--- src/rtl/tx_transmisor_pkg.sv ---
`default_nettype none
// ============================================================================
// Module  : tx_transmisor_pkg
// Purpose : Shared constants for the tx_transmisor transmit datapath.
//           These are the datapath widths, the control_dk select codes and the
//           nominal K-symbol byte values.
// Ports   : none (package)
// Revision: 1.0 - initial release
// ============================================================================
package tx_transmisor_pkg;

   // Datapath geometry
   localparam int DATA_W    = 8;
   localparam int NUM_LANES = 4;
   localparam int PTR_W     = $clog2(NUM_LANES);

   // control_dk select codes
   localparam logic [3:0] CTL_DATA = 4'h0;
   localparam logic [3:0] CTL_COM  = 4'h1;
   localparam logic [3:0] CTL_SKP  = 4'h2;
   localparam logic [3:0] CTL_STP  = 4'h3;
   localparam logic [3:0] CTL_SDP  = 4'h4;
   localparam logic [3:0] CTL_END  = 4'h5;
   localparam logic [3:0] CTL_EDB  = 4'h6;
   localparam logic [3:0] CTL_FTS  = 4'h7;
   localparam logic [3:0] CTL_IDLE = 4'h8;

   // Nominal K-symbol byte values
   localparam logic [DATA_W-1:0] COM  = 8'hBC;
   localparam logic [DATA_W-1:0] SKP  = 8'h1C;
   localparam logic [DATA_W-1:0] STP  = 8'hFB;
   localparam logic [DATA_W-1:0] SDP  = 8'h5C;
   localparam logic [DATA_W-1:0] END  = 8'hFD;
   localparam logic [DATA_W-1:0] EDB  = 8'hFE;
   localparam logic [DATA_W-1:0] FTS  = 8'h3C;
   localparam logic [DATA_W-1:0] IDLE = 8'h7C;

endpackage : tx_transmisor_pkg
`default_nettype wire

--- src/rtl/tx_byte_stripe.sv ---
`default_nettype none
// ============================================================================
// Module  : tx_byte_stripe
// Purpose : Stage 2 of the transmit datapath. Writes each valid byte into the
//           lane addressed by a round-robin pointer, then advances the
//           pointer. Lanes that are not addressed hold their value.
// Ports   : clk             - rising-edge clock
//           rst             - synchronous reset, active-low
//           i_enb           - enable; when low pointer and lanes freeze
//           i_valid         - i_data carries a byte to stripe
//           i_data          - byte from the symbol mux
//           o_lane0..o_lane3- lane registers
// Revision: 1.0 - initial release
// ============================================================================
module tx_byte_stripe
   import tx_transmisor_pkg::*;
(
   input  logic              clk,
   input  logic              rst,
   input  logic              i_enb,
   input  logic              i_valid,
   input  logic [DATA_W-1:0] i_data,
   output logic [DATA_W-1:0] o_lane0,
   output logic [DATA_W-1:0] o_lane1,
   output logic [DATA_W-1:0] o_lane2,
   output logic [DATA_W-1:0] o_lane3
);

   logic [PTR_W-1:0]  r_ptr;
   logic [DATA_W-1:0] r_lane [NUM_LANES];

   // The pointer counts valid bytes only; symbol type never realigns it, and
   // it wraps naturally because its width is log2 of the lane count.
   always_ff @(posedge clk) begin
      if (!rst) begin
         r_ptr <= '0;
         for (int i = 0; i < NUM_LANES; i++) begin
            r_lane[i] <= '0;
         end
      end else if (i_enb && i_valid) begin
         r_lane[r_ptr] <= i_data;
         r_ptr         <= r_ptr + PTR_W'(1);
      end
   end

   assign o_lane0 = r_lane[0];
   assign o_lane1 = r_lane[1];
   assign o_lane2 = r_lane[2];
   assign o_lane3 = r_lane[3];

endmodule : tx_byte_stripe
`default_nettype wire

--- src/rtl/tx_symbol_mux.sv ---
`default_nettype none
// ============================================================================
// Module  : tx_symbol_mux
// Purpose : Stage 1 of the transmit datapath. Selects the payload byte or one
//           of eight K-symbol bytes from a 4-bit control code and registers
//           the result with a valid flag.
// Ports   : clk          - rising-edge clock
//           rst          - synchronous reset, active-low
//           i_enb        - enable; when low the byte holds and valid drops
//           i_tx_data    - payload byte (code 0000)
//           i_com..i_idle- K-symbol byte values (codes 0001..1000)
//           i_control_dk - select code; unused codes map to i_idle
//           o_mux_q      - registered selected byte
//           o_valid_q    - high when o_mux_q was loaded on the last edge
// Revision: 1.0 - initial release
// ============================================================================
module tx_symbol_mux
   import tx_transmisor_pkg::*;
(
   input  logic              clk,
   input  logic              rst,
   input  logic              i_enb,
   input  logic [DATA_W-1:0] i_tx_data,
   input  logic [DATA_W-1:0] i_com,
   input  logic [DATA_W-1:0] i_skp,
   input  logic [DATA_W-1:0] i_stp,
   input  logic [DATA_W-1:0] i_sdp,
   input  logic [DATA_W-1:0] i_end_ok,
   input  logic [DATA_W-1:0] i_edb,
   input  logic [DATA_W-1:0] i_fts,
   input  logic [DATA_W-1:0] i_idle,
   input  logic [3:0]        i_control_dk,
   output logic [DATA_W-1:0] o_mux_q,
   output logic              o_valid_q
);

   logic [DATA_W-1:0] w_sel;
   logic [DATA_W-1:0] r_mux_q;
   logic              r_valid_q;

   // Reserved codes and unknown selects all fall through to the idle symbol.
   always_comb begin
      w_sel = i_idle;
      case (i_control_dk)
         CTL_DATA: w_sel = i_tx_data;
         CTL_COM:  w_sel = i_com;
         CTL_SKP:  w_sel = i_skp;
         CTL_STP:  w_sel = i_stp;
         CTL_SDP:  w_sel = i_sdp;
         CTL_END:  w_sel = i_end_ok;
         CTL_EDB:  w_sel = i_edb;
         CTL_FTS:  w_sel = i_fts;
         CTL_IDLE: w_sel = i_idle;
         default:  w_sel = i_idle;
      endcase
   end

   always_ff @(posedge clk) begin
      if (!rst) begin
         r_mux_q   <= '0;
         r_valid_q <= 1'b0;
      end else if (i_enb) begin
         r_mux_q   <= w_sel;
         r_valid_q <= 1'b1;
      end else begin
         r_valid_q <= 1'b0;
      end
   end

   assign o_mux_q   = r_mux_q;
   assign o_valid_q = r_valid_q;

endmodule : tx_symbol_mux
`default_nettype wire

--- src/rtl/tx_transmisor.sv ---
`default_nettype none
// ============================================================================
// Module  : tx_transmisor
// Purpose : Transmit-side datapath of a 4-lane link. A registered symbol mux
//           feeds a round-robin byte striper. Input to lane latency is two
//           clock edges.
// Ports   : clk          - rising-edge clock
//           rst          - synchronous reset, active-low
//           enb          - global enable; when low both stages hold
//           tx_Data      - payload byte
//           com..idle    - K-symbol byte values
//           control_dk   - data/K-symbol select code
//           tx_lane0..3  - striped lane bytes
// Revision: 1.0 - initial release
// ============================================================================
module tx_transmisor
   import tx_transmisor_pkg::*;
(
   input  logic              clk,
   input  logic              rst,
   input  logic              enb,
   input  logic [DATA_W-1:0] tx_Data,
   input  logic [DATA_W-1:0] com,
   input  logic [DATA_W-1:0] skp,
   input  logic [DATA_W-1:0] stp,
   input  logic [DATA_W-1:0] sdp,
   input  logic [DATA_W-1:0] end_ok,
   input  logic [DATA_W-1:0] edb,
   input  logic [DATA_W-1:0] fts,
   input  logic [DATA_W-1:0] idle,
   input  logic [3:0]        control_dk,
   output logic [DATA_W-1:0] tx_lane0,
   output logic [DATA_W-1:0] tx_lane1,
   output logic [DATA_W-1:0] tx_lane2,
   output logic [DATA_W-1:0] tx_lane3
);

   logic [DATA_W-1:0] tx_mux_out;
   logic              tx_Valid;

   tx_symbol_mux u_mux (
      .clk          (clk),
      .rst          (rst),
      .i_enb        (enb),
      .i_tx_data    (tx_Data),
      .i_com        (com),
      .i_skp        (skp),
      .i_stp        (stp),
      .i_sdp        (sdp),
      .i_end_ok     (end_ok),
      .i_edb        (edb),
      .i_fts        (fts),
      .i_idle       (idle),
      .i_control_dk (control_dk),
      .o_mux_q      (tx_mux_out),
      .o_valid_q    (tx_Valid)
   );

   tx_byte_stripe u_stripe (
      .clk     (clk),
      .rst     (rst),
      .i_enb   (enb),
      .i_valid (tx_Valid),
      .i_data  (tx_mux_out),
      .o_lane0 (tx_lane0),
      .o_lane1 (tx_lane1),
      .o_lane2 (tx_lane2),
      .o_lane3 (tx_lane3)
   );

endmodule : tx_transmisor
`default_nettype wire

--- config.mk ---
export PLATFORM = sky130hd
export DESIGN_NAME = tx_transmisor
export DESIGN_NICKNAME = d
export VERILOG_FILES = /design/src/rtl/tx_transmisor_pkg.sv /design/src/rtl/tx_byte_stripe.sv /design/src/rtl/tx_symbol_mux.sv /design/src/rtl/tx_transmisor.sv
export SDC_FILE = /design/constraint.sdc
export NUM_CORES = 1
export LEC_CHECK = 0
export CAP_MARGIN = 0
export CORE_MARGIN = 1
export CORE_UTILIZATION = 37
export DETAILED_ROUTE_END_ITERATION = 16
export PLACE_DENSITY = 0.8
export SETUP_SLACK_MARGIN = 0.15
export SLEW_MARGIN = 20
export SYNTH_ARGS = -nofsm -noshare
export SYNTH_HDL_FRONTEND = slang
export SYNTH_SLANG_ARGS = --single-unit
export TNS_END_PERCENT = 30
--- constraint.sdc ---
create_clock -name clk -period 1.55 [get_ports clk]
set_input_delay 0.31 -clock clk [delete_from_list [all_inputs] [get_ports clk]]
set_output_delay 0.31 -clock clk [all_outputs]
set_load 0.1 [all_outputs]
==> metrics.yaml <==
clk_pin_slew_ns: 0.08
hold_path.class: "in2reg"
core_area_um2: 5890
multi_input_comb_area_um2: 945
finalNonFillerCells: 401
yosysUniqueCellTypes: 41
p_leak_nw: 1.66
critPathMaxFanout: 16
yosys_warnings: 0
synth_top_family_by_area: "multiplexers"
setup_viol: 0
stdcell_area_um2: 4020
hold_viol: 0
synth-seq-cells: 43
finish.utilization: 0.682
drcViolationCount: 0
fillCellCount: 412
cp.arrival_ns: 1.56
slew_viol_final: 0
antenna_found_initial: 1
detail_route.iter0.violations: 82
synth_most_common_cell: "edfxtp_1"
yosysTopAreaCell: "edfxtp_1"
via_per_inst: 4.98
clock_skew_ns: 0.00466
synth_area_um2: 2250
wl_per_cell_um: 13.9
initial_utilization: 0.383
yosys.area_share.xor_xnor: 0.00389
cts_made_buffers: 5
period_share: 0.886
cap_violations: 0
synth-compound-area-share: 0.126
drive_gt1_frac: 0.234
fmax_ghz: 0.728
areaGrowthSynthToFinish_pct: 78.2
dp_slack_ns: -0.410
power_density_nw_per_um2: 762
grt_max_degree: 17
die_x_um: 80.0
cts_tree: "built"
synth_common_cells: "edfxtp_1, inv_1, nor2_1, nand2_1"
cts_htree_levels: 2
slew_headroom: 0.796
cts_max_path_buffers: 2
synth_edf_count: 32
nets: 403
ant_nets: 0
place.gp.congestion: 0.858
yosys.area_share.simple: 0.125
synth_ff_type: "edfxtp_1"
clock-sinks: 43
required_ns: 1.74
synth_fa_ha_area_frac: 0
grt_overflow: 0
grt_pass1_wl_um: 9050
seqCellArea_um2: 1180
ios: 111
p_int_w: 0.00220
tightest_slew_ns: 0.306
combPwrFrac: 0.281
cp-start-kind: "input pin"
syn_nets: 274
synth.area.top_cells: "edfxtp_1, dfxtp_1, mux2i_1, mux4_1, and2_1"
clkLatencyLatePin_ns: 0.29
clockPowerShare: 0.281
grt_setup_unrepaired: "yes"
syn_inst: 195
placedCellCount: 392
synth_async_sr_flop_share: 0
fp-row-count: 28
dpl-instance-area_um2: 3900
grt_pass1_vias: 2017
num_vias: 1998
status: "complete, no violations"
die_area_um2: 6410
finalWorstPathRequiredPeriod_ns: 1.37
first_pass_iters: 4
portBuffers: 110
die_h_um: 80.0
cts-root-buf: "clkbuf_8"
synth.top_cell.area_share: 0.426
crit_type: "in2reg"
wl_um: 5590
hold_buffers: 0
swShare: 0.280
vdd_drop_max_mv: 0.460
fin_ws_ns: 0.177
post-dp-hpwl_um: 4750
grt.total_usage: 0.189
synthMuxAreaShare: 0.155
end_kind: "flop"
power_frac_seq: 0.437
syn_area_per_cell_um2: 11.6
ys_seq_area_frac: 0.524
p_switching_w: 0.000858
-- layout make-up --
type	count	area share
Timing Repair Buffer	132	0.402
Sequential cell	43	0.294
Multi-Input combinational cell	124	0.235
Tap cell	75	0.0234
Clock buffer	5	0.0171
Inverter	18	0.0168
Clock inverter	3	0.0109
Antenna cell	1	0.000623
-- per-layer routing --
metal	part of all wire	track usage
met5	0	0
met4	0.017	0.0571
met3	0.092	0.0663
met2	0.52	0.356
met1	0.37	0.193
-- what timing repair did --
item                                    4_1_cts  5_1_grt
setup buffers                                 0        0
hold endpoints to repair                      0        0
endpoints found under the setup margin       24       38
gates resized for setup                       4        4
-- worst max-delay path, cell delays in order --
cell           delay (ns)
dlygate4sd2_1        0.29
buf_12               0.17
mux2_1               0.33
o22ai_1              0.14
a31oi_1              0.06
a32o_1               0.25
-- placed cells by master, fill, tap and decap left out, types with 6 or more instances in the layout --
master	n
clkdlybuf4s50_1	73
dfxtp_1	11
mux2i_1	11
nor2_1	18
and2_1	11
nand2_1	16
o22ai_1	6
a21oi_1	7
edfxtp_1	32
buf_12	34
inv_1	18
buf_4	20
-- power groups by stage --
stage	registers (W)	clock network (W)	logic [W]
floorplan	0.00158	0	0.000209
global placement	0.00136	0	0.000857
detailed placement	0.00137	0	0.000866
CTS	0.00134	0.000857	0.000866
global route	0.00134	0.000900	0.000906
finish	0.00134	0.000861	0.000861
-- path summary, 6_finish.rpt --
| path | endpoint | cells past startpoint | start | slack [ns] |
|---|---|---|---|---|
| min reg2reg | u_stripe.r_lane[0][6] | 1 | u_mux.o_mux_q[6] | 0.60 |
| max reg2reg | u_stripe.r_lane[0][3] | 3 | u_mux.o_valid_q | 0.28 |
| min | u_mux.o_mux_q[1] | 4 | rst | 0.53 |
| max | u_mux.o_mux_q[6] | 6 | control_dk[2] | 0.18 |
-- flip-flops by register name, summed over array words and instances, names as in the netlist --
| signal | count |
|---|---|
| u_stripe.r_ptr | 2 |
| u_mux.o_mux_q | 8 |
| u_stripe.r_lane | 32 |
| u_mux.o_valid_q | 1 |
-- cells by family (layout without fill, tap and decap cells) --
family,Yosys count,count (layout)
and+or+nand+nor,56,56
DFF,43,43
AOI/OAI and AO/OA,41,41
buffers and inverters,28,158
muxes,26,26
xor gates and xnor gates,1,1
other,0,1
-- metrics by stage --
step,hold WS [ns],total power (W),TNS [ns]
2_1_floorplan,0.436,0.00179,-0.183
3_3_place_gp,0.565,0.00222,-8.01
3_5_place_dp,0.571,0.00223,-8.93
4_1_cts,0.591,0.00306,0
5_1_grt,0.546,0.00315,0
6_report,0.526,0.00306,0
(Power assumes the default switching activity.)
